File: src/rtl/pipe_skid_stage_pkg.sv
// Shared types and default widths for the elastic pipeline-stage register.
package pipe_pkg;

    typedef enum logic [1:0] {
        OCC_EMPTY = 2'd0,
        OCC_ONE   = 2'd1,
        OCC_FULL  = 2'd2
    } occ_e;

    localparam int unsigned DEF_DATA_W = 32;
    localparam int unsigned DEF_CNT_W  = 16;

endpackage

File: src/rtl/pipe_skid_stage_if.sv
// Valid/ready handshake bundle for one pipeline stage: upstream side plus downstream side.
interface pipe_skid_stage_if #(
    parameter int unsigned DATA_W = pipe_pkg::DEF_DATA_W
);
    logic              in_valid;
    logic              in_ready;
    logic [DATA_W-1:0] in_data;
    logic              out_valid;
    logic              out_ready;
    logic [DATA_W-1:0] out_data;

    // master is the surrounding pipeline; slave is the stage register itself
    modport master (
        output in_valid, in_data, out_ready,
        input  in_ready, out_valid, out_data
    );

    modport slave (
        input  in_valid, in_data, out_ready,
        output in_ready, out_valid, out_data
    );
endinterface

File: src/rtl/pipe_skid_stage_sat_counter.sv
// Saturating event counter; holds at all-ones once reached.
module sat_counter #(
    parameter int unsigned CNT_W = pipe_pkg::DEF_CNT_W
) (
    input  logic             clk,
    input  logic             reset,
    input  logic             inc,
    output logic [CNT_W-1:0] count
);

    always_ff @(posedge clk or posedge reset) begin
        if (reset) begin
            count <= '0;
        end else if (inc && (count != '1)) begin
            count <= count + CNT_W'(1);
        end
    end

endmodule

File: src/rtl/pipe_skid_stage.sv
// Elastic pipeline-stage register with 2-entry skid buffer and synchronous flush.
// Optional statistics counters are built when PIPE_SKID_STATS_EN is defined.
module pipe_skid_stage
    import pipe_pkg::*;
#(
    parameter int unsigned DATA_W         = DEF_DATA_W,
    parameter int unsigned ZERO_ON_BUBBLE = 1,
    parameter int unsigned CNT_W          = DEF_CNT_W
) (
    input  logic             clk,
    input  logic             reset,
    input  logic             flush,
    pipe_skid_stage_if.slave bus,
    output logic [1:0]       occupancy
`ifdef PIPE_SKID_STATS_EN
    ,
    output logic [CNT_W-1:0] stat_flush_cnt,
    output logic [CNT_W-1:0] stat_stall_cnt
`endif
);

    occ_e              state;
    logic [DATA_W-1:0] m_data;
    logic [DATA_W-1:0] s_data;
    logic              ready_q;
    logic              in_accept;
    logic              out_accept;

    assign in_accept  = bus.in_valid & ready_q;
    assign out_accept = bus.out_valid & bus.out_ready;

    // in_ready is a flop tracking !S_valid so out_ready never reaches it combinationally
    always_ff @(posedge clk or posedge reset) begin
        if (reset) begin
            state   <= OCC_EMPTY;
            m_data  <= '0;
            s_data  <= '0;
            ready_q <= 1'b1;
        end else if (flush) begin
            state   <= OCC_EMPTY;
            m_data  <= '0;
            s_data  <= '0;
            ready_q <= 1'b1;
        end else begin
            unique case (state)
                OCC_EMPTY: begin
                    if (in_accept) begin
                        m_data <= bus.in_data;
                        state  <= OCC_ONE;
                    end
                end
                OCC_ONE: begin
                    if (in_accept && out_accept) begin
                        m_data <= bus.in_data;
                    end else if (out_accept) begin
                        state <= OCC_EMPTY;
                    end else if (in_accept) begin
                        s_data  <= bus.in_data;
                        state   <= OCC_FULL;
                        ready_q <= 1'b0;
                    end
                end
                OCC_FULL: begin
                    if (out_accept) begin
                        m_data  <= s_data;
                        state   <= OCC_ONE;
                        ready_q <= 1'b1;
                    end
                end
                default: begin
                    state   <= OCC_EMPTY;
                    ready_q <= 1'b1;
                end
            endcase
        end
    end

    assign bus.in_ready  = ready_q;
    assign bus.out_valid = (state != OCC_EMPTY);
    assign bus.out_data  = ((ZERO_ON_BUBBLE != 0) && (state == OCC_EMPTY)) ? '0 : m_data;
    assign occupancy     = state;

`ifdef PIPE_SKID_STATS_EN
    sat_counter #(.CNT_W(CNT_W)) u_flush_cnt (
        .clk   (clk),
        .reset (reset),
        .inc   (flush && (state != OCC_EMPTY)),
        .count (stat_flush_cnt)
    );

    sat_counter #(.CNT_W(CNT_W)) u_stall_cnt (
        .clk   (clk),
        .reset (reset),
        .inc   (bus.out_valid && !bus.out_ready),
        .count (stat_stall_cnt)
    );
`endif

endmodule

File: src/flat_wrapper.sv
// flat-port wrapper written by rule: the top's interface ports become plain ports
module pipe_skid_stage_flat import pipe_pkg::*;
#(
    parameter int unsigned DATA_W         = DEF_DATA_W,
    parameter int unsigned ZERO_ON_BUBBLE = 1,
    parameter int unsigned CNT_W          = DEF_CNT_W
)
  (clk, reset, flush, occupancy, bus_in_valid, bus_in_data, bus_out_ready, bus_in_ready, bus_out_valid, bus_out_data);
  pipe_skid_stage_if #(.DATA_W(DATA_W)) bus_i ();
  input  logic clk;
  input  logic reset;
  input  logic flush;
  output logic [1:0] occupancy;
  input wire logic [$bits(bus_i.in_valid)-1:0] bus_in_valid;
  input wire logic [$bits(bus_i.in_data)-1:0] bus_in_data;
  input wire logic [$bits(bus_i.out_ready)-1:0] bus_out_ready;
  output wire logic [$bits(bus_i.in_ready)-1:0] bus_in_ready;
  output wire logic [$bits(bus_i.out_valid)-1:0] bus_out_valid;
  output wire logic [$bits(bus_i.out_data)-1:0] bus_out_data;
  assign bus_i.in_valid = bus_in_valid;
  assign bus_i.in_data = bus_in_data;
  assign bus_i.out_ready = bus_out_ready;
  assign bus_in_ready = bus_i.in_ready;
  assign bus_out_valid = bus_i.out_valid;
  assign bus_out_data = bus_i.out_data;
  pipe_skid_stage #(.DATA_W(DATA_W), .ZERO_ON_BUBBLE(ZERO_ON_BUBBLE), .CNT_W(CNT_W)) u_core (.clk(clk), .reset(reset), .flush(flush), .bus(bus_i), .occupancy(occupancy));
endmodule
File: config.mk
export PLATFORM = sky130hd
export DESIGN_NAME = pipe_skid_stage_flat
export DESIGN_NICKNAME = d
export VERILOG_FILES = /design/src/rtl/pipe_skid_stage_pkg.sv /design/src/rtl/pipe_skid_stage_if.sv /design/src/rtl/pipe_skid_stage_sat_counter.sv /design/src/rtl/pipe_skid_stage.sv /design/src/flat_wrapper.sv
export SDC_FILE = /design/constraint.sdc
export NUM_CORES = 1
export LEC_CHECK = 0
export CAP_MARGIN = 20
export CORE_MARGIN = 3
export CORE_UTILIZATION = 40
export CTS_CLUSTER_SIZE = 10
export DETAILED_ROUTE_END_ITERATION = 10
export DONT_BUFFER_PORTS = 1
export PLACE_DENSITY = 0.62
export SLEW_MARGIN = 30
export SYNTH_ARGS = -nofsm -noshare
export SYNTH_HDL_FRONTEND = slang
export SYNTH_SLANG_ARGS = --single-unit
File: constraint.sdc
create_clock -name clk -period 5.4 [get_ports clk]
set_input_delay 1.08 -clock clk [delete_from_list [all_inputs] [get_ports clk]]
set_output_delay 1.08 -clock clk [all_outputs]
set_load 0.02 [all_outputs]
Word-level counts from Yosys, hierarchy flattened
Index checks and enable logic that the tools add are counted.
- register bits after elaboration: 67
- bits in latches: 0
- RAM bits: 0
- ROM bits: 0
- bits of input ports: 37
- memories: 0
- $add $sub $neg: 0
- $mul: 0
- divide/modulo/power cells: 0
- order comparisons: 0
- eq/ne operators: 12
- shift operators: 0
- muxes and demuxes: 23
- bitwise operators: 2
- reduce and logical (&&, ||, !) cells: 10
- operator list (cell ; count):
    two-way mux 32 bit ; 9
    one-hot mux 32 bit (3 select lines) ; 1
    two-way mux 2 bit ; 6
    inequality test 3 x 2 -> 1 bit, second input constant ; 4
    AND reduction 4 bit ; 3
    inequality test 2 bit, second input constant ; 3
    inequality test 3 bit, second input constant ; 2
    one-hot mux 2 bit (3 select lines) ; 1
    nonzero test 2 bit ; 3
    two-way mux 1 bit ; 5
    AND reduction 5 bit ; 1
    inequality test 4 x 2 -> 1 bit, second input constant ; 1
    nonzero test 4 bit ; 1
    one-hot mux 1 bit (3 select lines) ; 1
    bitwise AND 1 bit ; 2
    equality test 2 x 1 -> 1 bit, second input constant ; 1
    equality test 2 bit, second input constant ; 1
    zero test 2 bit ; 1
    logical AND 1 bit ; 1

Longest topological paths before layout
- depth in word-level cells: 6
- depth in mapped cells: 5

Worst setup path after synthesis
Ideal clock, no wire load.
- path type: register -> output
- from: reg u_core.state[1] (netlist: u_core.occupancy[1])
- to: out bus_out_data[0]
- arrival: 1257 ps
- data required time: 4320 ps
- slack: 3063 ps
- cell stages (with the launch flop): 4
- buffers on the path: 1
- cell sequence: dfrtp_1 nor2_1 clkbuf_1 nor2b_1
- longest elaborated chain between the ends: 2
- ends and longest elaborated chain (what ; RTL line ; source):
    start: declaration ; pipe_skid_stage.sv:22 ; occ_e state;
    start signal: assignment ; pipe_skid_stage.sv:35 ; state <= OCC_EMPTY;
    start signal: assignment ; pipe_skid_stage.sv:40 ; state <= OCC_EMPTY;
    start signal: assignment ; pipe_skid_stage.sv:49 ; state <= OCC_ONE;
    zero test 2 bit ; pipe_skid_stage.sv:80 ; assign bus.out_data = ((ZERO_ON_BUBBLE != 0) && (state == OCC_EMPTY)) ? '0 : m_data;
    two-way mux 32 bit ; pipe_skid_stage.sv:80 ;
    end: declaration ; flat_wrapper.sv:19 ; output wire logic [$bits(bus_i.out_data)-1:0] bus_out_data;
Every way passes these cells.

Final worst setup path
- from: reg u_core.state[1] (netlist: u_core.occupancy[1])
- to: out bus_out_data[26]
Same word-level chain as after synthesis.

==> summary.md <==
| Metric | Value |
|---|---|
| Status | `completed` |
| Lkg Pwr | `approximately 1.7 nW` |
| Syn nets | `310` |
| Critical Path Source | `u_core.occupancy[1]$_DFFE_PP0P_` |
| Initial Util | `0.421` |
| Total die area | `approximately 0.009 mm^2` |
| Final Max Slew Viols | `0` |
| Max-cap violations | `0` |
| CTS tree | `done` |
| CP Data Arrival Time | `2.03 ns` |
| Setup TNS | `0 ns` |
| Slew headroom | `0.441` |
| Residual DRC count | `0` |
| P_sw | `between 0.2 and 0.3 mW` |
| Crit path depth | `3` |
| Crit path max-delay family | `simple AND/OR/NAND/NOR gates` |
| Area delta synth->final | `7.89%` |
| Die width | `94.6 um` |
| TritonCTS sink count | `between 60 and 70` |
| Pint | `~0.80 mW` |
| Synth unique cells | `24` |
| CP Class | `register to output port` |
| CP Capture Type | `output port` |
| Reg power frac | `0.514` |
| Final Hold Vio Count | `0` |
| Post-CTS resize count | `0` |
| Reg2Reg Depth | `5` |
| Grt ovf | `0` |
| Post-Syn Area per Cell | `~11 um^2` |
| Later-pin clock latency in the skew report | `about 0.33 ns` |
| Clock Tree Root | `clkbuf_8` |
| CP Max Fanout | `18` |
| RD Place Congestion | `between 0.7 and 0.8` |
| Internal reg-to-reg setup slack | `3.37 ns` |
| CP Launch Type | `register` |
| DRT Pass-1 Iters | `4` |
| First-pass GRT wire length | `11000 um` |
| Vias in the first global route | `2052` |
| Buffers & Inverters on Critical Path | `1` |
| Post-synth top area cell | `dfrtp_1` |
| Switching portion of total power | `0.260` |
| Req. time, crit path | `roughly 4.3 ns` |
| Pin count of the biggest net entering global routing | `68` |
| Worst R2R End | `u_core.m_data[23]$_DFFE_PP0P_` |
| CP max-delay cell | `nor2_2` |
| Layout cell share with drive strength beyond 1 | `0.100` |
| Fmax | `322 MHz` |
| Number of H-tree levels | `3` |
| Synth area leaders | `dfrtp_1 53%, mux2i_1 11%, a22o_1 8.9%` |
| Dpl hpwl | `approximately 4000 um` |
| Clk slew on worst S/H paths | `about 0.060 ns` |
| Num rows | `31` |
| FF+latch count, synth | `67` |
| Period utilization | `0.576` |
| Gate power share | `0.122` |
| Cells after Synth | `around 270` |
| HP Class | `register to register` |
| CP peak stage delay | `0.60 ns` |
| Die height | `between 90 and 100 um` |
| Last element of the critical path | `bus_out_data[26]` |
| Via count | `just over 2000` |
| Clk network pwr share | `0.365` |
| Total chip power | `1.08 mW` |
| Clk_skew | `0.00822 ns` |
| Synth Cell Area | `0.00314 mm^2` |
| Core region area | `around 0.0074 mm^2` |
| Overall Global Routing Usage | `0.161` |
| CTS Buf Count | `9` |
| Clock Path Buffers | `2` |
| Area share of the largest cell type after synthesis | `0.526` |
| Antenna-violating nets left | `0` |
| I/O pins | `73` |
| Initial antenna violation count | `0` |
| Tmin final | `slightly above 3 ns` |
| Final Cell Area | `0.00339 mm^2` |
| RR Startpoint | `u_core.occupancy[1]$_DFFE_PP0P_` |
| Max VDD drop | `approximately 0.12 mV` |
| Sequential element share of the synthesized area | `0.535` |
| Antenna cell count | `0` |
| Crit-path cells | `nor2_2 > buf_4 > nor2b_1` |
| DR WL/cell | `roughly 18 um` |
| RSZ-0062 raised after global routing | `no` |
| Hold_buf cts | `0` |
| Syn. warnings | `0` |
| Hold slack | `between 0.4 and 0.5 ns` |
| Vias per std cell | `~5.5` |
| Nets | `between 300 and 400` |
| Measured slew at the worst slew-check pin | `approximately 0.84 ns` |
| Port bufs | `0` |
| PwrDens | `~320 mW/mm^2` |
| # Post-CTS Setup Buffers | `0` |
| Wirelength, routed | `approximately 6800 um` |
| # setup viols final | `0` |
| Dpl cell area | `about 0.0032 mm^2` |
| Drt initial violations | `between 90 and 100` |
registers in the layout, indices dropped and copies added, names as in the netlist:
register and count:
u_core.s_data 32, u_core.occupancy 2, u_core.m_data 32, u_core.bus.in_ready 1
power groups by stage:
stage	Combinational, mW	Clock, mW	Sequential, mW
3_3_place_gp	0.131	0	0.564
3_5_place_dp	0.133	0	0.564
6_report	0.131	0.394	0.555
5_1_grt	0.147	0.426	0.559
2_1_floorplan	0.120	0	0.557
4_1_cts	0.134	0.408	0.555
cell usage in the layout, fill, tap and decap left out, drive strengths merged, types with 2 or more instances in the layout:
| cell type | count |
|---|---|
| nand2b | 2 |
| nor2 | 2 |
| clkinv | 2 |
| a22o | 32 |
| buf | 5 |
| nand2 | 34 |
| nor2b | 33 |
| o31ai | 32 |
| dfrtp | 66 |
| inv | 3 |
| mux2i | 34 |
| clkbuf | 11 |
| nor3 | 2 |
layer usage:
| metal | GRT usage | wire length, um |
|---|---|---|
| met1 | 0.213 | 3200 |
| met2 | 0.250 | 3050 |
| met3 | 0.0382 | 409 |
| met4 | 0.0733 | 97 |
| met5 | 0 | 0 |
cell families (layout without fill, tap and decap cells):
family,count (synthesis),in the layout,synth area share
AOI/OAI and AO/OA,69,69,0.183
buffers and inverters,26,22,0.0470
DFF,67,67,0.535
muxes,34,34,0.108
and+or+nand+nor,77,77,0.127
synth_stat cells:
master and number:
dfrtp_1 66, mux2i_1 34, nand2_1 34, nor2b_1 33
a22o_1 32, o31ai_1 32, clkbuf_1 13, buf_6 6
buf_2 4, inv_1 2, nand2b_1 2, nor2_1 2
nor3_1 2, a21oi_1 1, a311oi_4 1, a31oi_1 1
and2_1 1, and3b_1 1, dfstp_2 1, inv_2 1
nor4_2 1, o21bai_1 1, o22a_1 1, or2_2 1
layout make-up:
class | count | area [um^2]
Fill cell | 727 | 4060
Sequential cell | 67 | 1680
Multi-Input combinational cell | 180 | 1350
Clock buffer | 11 | 141
Tap cell | 99 | 124
Timing Repair Buffer | 5 | 45.0
Clock inverter | 3 | 40.0
Inverter | 3 | 11.3
worst register-to-register path, delay by kind of cell (launching register included):
family          cells  cell delay, ns
flops               1            0.57
simple gates        2            0.47
compound gates      2            0.33
buf+inv             1            0.56
metrics by stage:
step	util	std cells	setup WS [ns]
global placement	0.428	353	2.64
finish	0.455	368	2.29
global route	0.455	368	2.10
floorplan	-	273	2.64
CTS	0.453	367	2.19
detailed placement	0.428	353	2.56
worst min-delay path by stage:
stage	startpoint	endpoint	slack [ns]	cells past startpoint
finish	u_core.m_data[13]$_DFFE_PP0P_	u_core.m_data[13]$_DFFE_PP0P_	0.47	2
detailed placement	u_core.m_data[19]$_DFFE_PP0P_	u_core.m_data[19]$_DFFE_PP0P_	0.46	2
global placement	u_core.m_data[13]$_DFFE_PP0P_	u_core.m_data[13]$_DFFE_PP0P_	0.45	2
floorplan	u_core.m_data[0]$_DFFE_PP0P_	u_core.m_data[0]$_DFFE_PP0P_	0.44	2
global route	u_core.m_data[23]$_DFFE_PP0P_	u_core.m_data[23]$_DFFE_PP0P_	0.48	2
CTS	u_core.m_data[23]$_DFFE_PP0P_	u_core.m_data[23]$_DFFE_PP0P_	0.47	2
No activity file was read; power rests on OpenSTA's default activity.
